`src/rtl/pcie_rx_framer.sv`:
```
// rtl/pcie_rx_framer.sv - simplified TLP dword parser producing single-cycle {data, addr} requests
// Optional per-dword parity check enabled by defining PCIE_RX_PARITY_EN.
module pcie_rx_framer #(
  parameter int MIN_GAP = 2,
  parameter int ERR_W   = 16
) (
  input  logic             clk,
  input  logic             reset,
  input  logic             in_valid,
  input  logic [31:0]      in_data,
  input  logic             in_sop,
  input  logic             in_eop,
  input  logic             in_par,
  output logic             in_ready,
  output logic             rx_valid,
  output logic [63:0]      rx_data,
  output logic             rx_is_write,
  output logic [ERR_W-1:0] err_cnt,
  output logic             err_pulse
);

  typedef enum logic [1:0] {S_IDLE, S_ADDR, S_DATA, S_DROP} state_t;

  localparam logic [3:0] GAP_LOAD = 4'(MIN_GAP - 1);

  state_t             r_state;
  state_t             w_next;
  logic               r_live;
  logic               r_is_wr;
  logic [31:0]        r_addr;
  logic [3:0]         r_gap;
  logic               r_rx_valid;
  logic [63:0]        r_rx_data;
  logic               r_rx_is_write;
  logic [ERR_W-1:0]   r_err_cnt;
  logic               r_err_pulse;

  logic               w_xfer;
  logic               w_hdr_wr;
  logic               w_hdr_ok;
  logic               w_take_hdr;
  logic               w_err;
  logic               w_emit;
  logic               w_emit_wr;
  logic [63:0]        w_emit_data;
  logic               w_cap_wr;
  logic               w_par_err;

`ifdef PCIE_RX_PARITY_EN
  assign w_par_err = ^{in_data, in_par};
`else
  logic w_unused_par;
  assign w_unused_par = in_par;
  assign w_par_err    = 1'b0;
`endif

  // Stall only when the next dword could complete a packet inside the gap window.
  assign in_ready = r_live & ~((r_gap != 4'd0) &
                    (((r_state == S_ADDR) & ~r_is_wr) | (r_state == S_DATA)));
  assign w_xfer   = in_valid & in_ready;
  assign w_hdr_wr = (in_data[31:24] == 8'h40);
  assign w_hdr_ok = (w_hdr_wr | (in_data[31:24] == 8'h00)) & (in_data[9:0] == 10'd1);

  always_comb begin
    w_next      = r_state;
    w_err       = 1'b0;
    w_emit      = 1'b0;
    w_emit_wr   = 1'b0;
    w_emit_data = {32'h0, in_data};
    w_cap_wr    = r_is_wr;
    w_take_hdr  = 1'b0;
    if (w_xfer) begin
      case (r_state)
        S_IDLE: w_take_hdr = in_sop;
        S_ADDR: begin
          if (in_sop) begin
            w_err      = 1'b1;
            w_take_hdr = 1'b1;
          end else if (in_data[1:0] != 2'b00) begin
            w_err  = 1'b1;
            w_next = in_eop ? S_IDLE : S_DROP;
          end else if (!r_is_wr) begin
            if (in_eop) begin
              w_emit = 1'b1;
              w_next = S_IDLE;
            end else begin
              w_err  = 1'b1;
              w_next = S_DROP;
            end
          end else begin
            w_err  = in_eop;
            w_next = in_eop ? S_IDLE : S_DATA;
          end
        end
        S_DATA: begin
          if (in_sop) begin
            w_err      = 1'b1;
            w_take_hdr = 1'b1;
          end else if (in_eop) begin
            w_emit      = 1'b1;
            w_emit_wr   = 1'b1;
            w_emit_data = {in_data, r_addr};
            w_next      = S_IDLE;
          end else begin
            w_err  = 1'b1;
            w_next = S_DROP;
          end
        end
        default: if (in_eop) w_next = S_IDLE;
      endcase

      if (w_take_hdr) begin
        if (in_eop) begin
          w_err  = 1'b1;
          w_next = S_IDLE;
        end else if (w_hdr_ok) begin
          w_next   = S_ADDR;
          w_cap_wr = w_hdr_wr;
        end else begin
          w_err  = 1'b1;
          w_next = S_DROP;
        end
      end

      // A parity hit aborts the packet; ignored dwords (drop/idle filler) are not checked.
      if (w_par_err && (r_state != S_DROP) && !((r_state == S_IDLE) && !in_sop)) begin
        w_err  = 1'b1;
        w_emit = 1'b0;
        w_next = in_eop ? S_IDLE : S_DROP;
      end
    end
  end

  always_ff @(posedge clk or posedge reset) begin
    if (reset) begin
      r_state       <= S_IDLE;
      r_live        <= 1'b0;
      r_is_wr       <= 1'b0;
      r_addr        <= 32'h0;
      r_gap         <= 4'd0;
      r_rx_valid    <= 1'b0;
      r_rx_data     <= 64'h0;
      r_rx_is_write <= 1'b0;
      r_err_cnt     <= '0;
      r_err_pulse   <= 1'b0;
    end else begin
      r_state     <= w_next;
      r_live      <= 1'b1;
      r_is_wr     <= w_cap_wr;
      r_rx_valid  <= w_emit;
      r_err_pulse <= w_err;
      if (w_xfer && (r_state == S_ADDR)) r_addr <= in_data;
      if (w_emit) begin
        r_rx_data     <= w_emit_data;
        r_rx_is_write <= w_emit_wr;
        r_gap         <= GAP_LOAD;
      end else if (r_gap != 4'd0) begin
        r_gap <= r_gap - 4'd1;
      end
      if (w_err && !(&r_err_cnt)) r_err_cnt <= r_err_cnt + 1'b1;
    end
  end

  assign rx_valid    = r_rx_valid;
  assign rx_data     = r_rx_data;
  assign rx_is_write = r_rx_is_write;
  assign err_cnt     = r_err_cnt;
  assign err_pulse   = r_err_pulse;

endmodule

```
`config.mk`:
```
export PLATFORM = sky130hd
export DESIGN_NAME = pcie_rx_framer
export DESIGN_NICKNAME = d
export VERILOG_FILES = /design/src/rtl/pcie_rx_framer.sv
export SDC_FILE = /design/constraint.sdc
export NUM_CORES = 1
export LEC_CHECK = 0
export BUFFER_PORTS_ARGS = -buffer_cell sky130_fd_sc_hd__buf_4
export CELL_PAD_IN_SITES_DETAIL_PLACEMENT = 1
export CELL_PAD_IN_SITES_GLOBAL_PLACEMENT = 1
export CORE_UTILIZATION = 43
export CTS_CLUSTER_SIZE = 20
export DETAILED_ROUTE_END_ITERATION = 6
export GPL_TIMING_DRIVEN = 1
export PLACE_DENSITY = 0.84
export SYNTH_ARGS = -nofsm -noshare
export SYNTH_HDL_FRONTEND = slang
export SYNTH_SLANG_ARGS = --single-unit
```
`constraint.sdc`:
```
create_clock -name clk -period 5 [get_ports clk]
set_input_delay 1 -clock clk [delete_from_list [all_inputs] [get_ports clk]]
set_output_delay 1 -clock clk [all_outputs]
set_load 0.01 [all_outputs]
```
==> flow_summary_export.csv <==
group,metric,value,unit
run_status,outcome,"finished, final reports clean",
finish,final_cell_area,6840,um^2
cts,cts_buffer_depth,2,
sta,relSlewSlack,0.204,
die,fp.dieW,113,um
job,max_cap_violations,0,
synth,ys_seq_area_frac,0.580,
worst_setup_path,path_class,"flip-flop to output port",
worst_setup_path,cp_max_fo,6,
placement,dp_cells,675,
synth,syn_nets,475,
worst_setup_path,path_cells,"inv_1 > ha_1 > or3b_1 > o21ai_2 > and2_1 > buf_4",
sta,report.final.slew_viol_count,0,
synth,synth_warnings,0,
power_and_ir_drop,power_density,480,nW/um^2
synth,async_reset_ff_frac,1.00,
synth,yosys_register_bits,123,
die,dieArea,12800,um^2
sta,finalWorstPathRequiredPeriod,3030,ps
cts,clkSinkCount,123,
die,core,12000,um^2
worst_setup_path,cp.arrival,2030,ps
worst_setup_path,crit_buf_inv,2,
cts,clkSlewWorstSetupHoldPaths,50,ps
placement,dp_hpwl,8.56,mm
placement,placed_area,6260,um^2
detailed_routing,dr.pass1.iters,4,
detailed_routing,vias_per_cell,5.43,
detailed_routing,vias,3839,
sta,final_hold_viol_count,0,
die,fp-row-count,40,
cts,root_buffer,"clkbuf_16",
die,die_y,113,um
sta,fin_setup_tns,0,ps
grt,grt.total_usage,0.223,
synth,syn-cell-area,5310,um^2
cts,ctsHoldBuffers,0,
placement,port_buffers,120,
power_and_ir_drop,power.total,3280,uW
sta,clock_skew,7.30,ps
sta,setup_viol,0,
detailed_routing,routedWlPerCell,18.7,um
detailed_routing,drt_iter0_drc,175,
worst_hold_path,hold_path_class,"flip-flop to flip-flop",
finish,fin_cells,707,
finish,drive_gt1_frac,0.345,
placement,place_congestion,0.841,
detailed_routing,drt-total-wl,13.2,mm
sta,worstMarginPinSlew,1190,ps
worst_setup_path,cp_slowest_cell,"or3b_1",
cts,cts_setup_buffers,0,
grt,grt_overflow,0,
cts,cts_buffers,17,
cts,clock_latency,410,ps
cts,cts-htree-levels,4,
finish,nNetsFinal,593,
sta,rsz0062_at_grt,"no",
sta,fmax,330,MHz
grt,grt_pass1_vias,4184,
worst_setup_path,critPathRequiredTime,4000,ps
finish,area_growth,28.9,%
grt,grt_pass1_wl,21.6,mm
die,initial_core_util,0.442,
grt,antenna_found_initial,0,
synth,synth_edf_count,0,
grt,grt_max_degree,99,
detailed_routing,route.detailed.drc,0,
worst_setup_path,endpoint_kind,"output port",
finish,n_antenna_cell,0,
synth,synth_ff_type,"dfrtp_1",
worst_setup_path,cp-start-kind,"flip-flop",
synth,synth_cell_type_count,43,
cts,cts_resized,0,
synth,synth_cells,429,
cts,cts_tree,"built",
power_and_ir_drop,irDropWorstVdd,178,uV
sta,period_share,0.606,
worst_setup_path,crit_family,"simple AND/OR/NAND/NOR gates",
detailed_routing,drtAntennaViolNets,0,
worst_setup_path,slowest_delay,500,ps
die,io_pins,122,
synth,avgSynthCellArea,12.4,um^2
power_and_ir_drop,leakagePower,0.00353,uW
layout by cell type, fill, tap and decap left out, drive strengths merged, types with 7 or more instances in the layout:
master and instances:
dfrtp 123, buf 123, nand2 45, o21ai 37
mux2 33, mux2i 33, a22o 32, clkbuf 24
xnor2 15, nand4 10, ha 8, inv 8
a21oi 7
metal layers:
metal,track usage,vias to the layer above,wire (um)
li1,-,1777,-
met1,0.266,1944,5610
met2,0.380,100,6750
met3,0.0707,18,635
met4,0.0754,0,194
met5,0,-,0
worst reg2reg max path, delay by kind of cell (launching register included):
kind            cells  cell delay (ps)
simple gates        3             1350
flops               1              400
mux                 1              380
compound gates      2              290
fa+ha+maj           1              210
buf+inv             1               80
sequential cells by signal (all words and copies together) (netlist names):
register     count
err_pulse        1
r_state          2
rx_valid         1
r_gap            4
rx_data         64
rx_is_write      1
r_addr          32
r_live           1
r_is_wr          1
err_cnt         16
Yosys cell counts (2+ instances only):
cell / n / area, um^2
nor2_1: 4 / 15.0
and4_1: 5 / 43.8
a21oi_1: 6 / 30.0
o21ai_0: 17 / 85.1
o21ai_1: 19 / 95.1
or3_1: 2 / 12.5
a22o_1: 32 / 280
and2_1: 6 / 37.5
or4_1: 2 / 15.0
nand3b_1: 2 / 15.0
dfrtp_1: 123 / 3080
nand2b_1: 2 / 12.5
mux2_2: 33 / 372
nor2b_1: 3 / 18.8
o311ai_0: 2 / 17.5
nand4_1: 10 / 62.6
mux2i_1: 33 / 330
nand3_1: 5 / 25.0
nor3_1: 3 / 15.0
clkbuf_1: 5 / 18.8
buf_6: 8 / 90.1
nand2_1: 45 / 169
ha_1: 8 / 100
buf_2: 9 / 45.0
and3_1: 6 / 37.5
inv_1: 8 / 30.0
xnor2_1: 15 / 131
per-stage QoR:
stage	utilization	hold slack, ps	setup WS, ps
floorplan	-	479	729
global placement	0.521	466	2010
CTS	0.570	488	1950
finish	0.570	477	1970
global route	0.570	506	1820
detailed placement	0.521	474	1960
worst paths after layout:
check	slack, ps	start	endpoint	cells after the start
setup / recovery	1970	r_gap[0]	in_ready	6
hold / removal	480	rx_data[31]	rx_data[31]	2
setup reg to reg	2110	r_gap[0]	rx_data[21]	8
hold reg to reg	480	rx_data[31]	rx_data[31]	2
max in group asynchronous	3450	reset	rx_data[28]	3
min in group asynchronous	540	reset	rx_data[4]	2
logic make-up after synthesis:
group                    count (synthesis)  share of synthesized area
AO/OA/AOI/OAI                           83                      0.107
XOR/XNOR                                16                     0.0264
adder cells (fa/ha/maj)                  8                     0.0189
buffers and inverters                   32                     0.0370
flip-flops                             123                      0.580
multiplexers                            66                      0.132
other                                    1                   0.000706
AND/OR/NAND/NOR                        100                     0.0983
power by group:
part	internal [uW]	switching, uW
combinational	370	324
sequential	1230	151
clock	781	430
final cells by class:
| cell class | count | area, um^2 |
|---|---|---|
| tap | 147 | 184 |
| timing repair buffer | 123 | 923 |
| sequential | 123 | 3080 |
| clock inverter | 8 | 90.1 |
| clock buffer | 24 | 492 |
| multi-input combinational | 274 | 2040 |
| fill | 1242 | 5170 |
| inverter | 8 | 32.5 |
No activity file was read; power rests on OpenSTA's default activity.
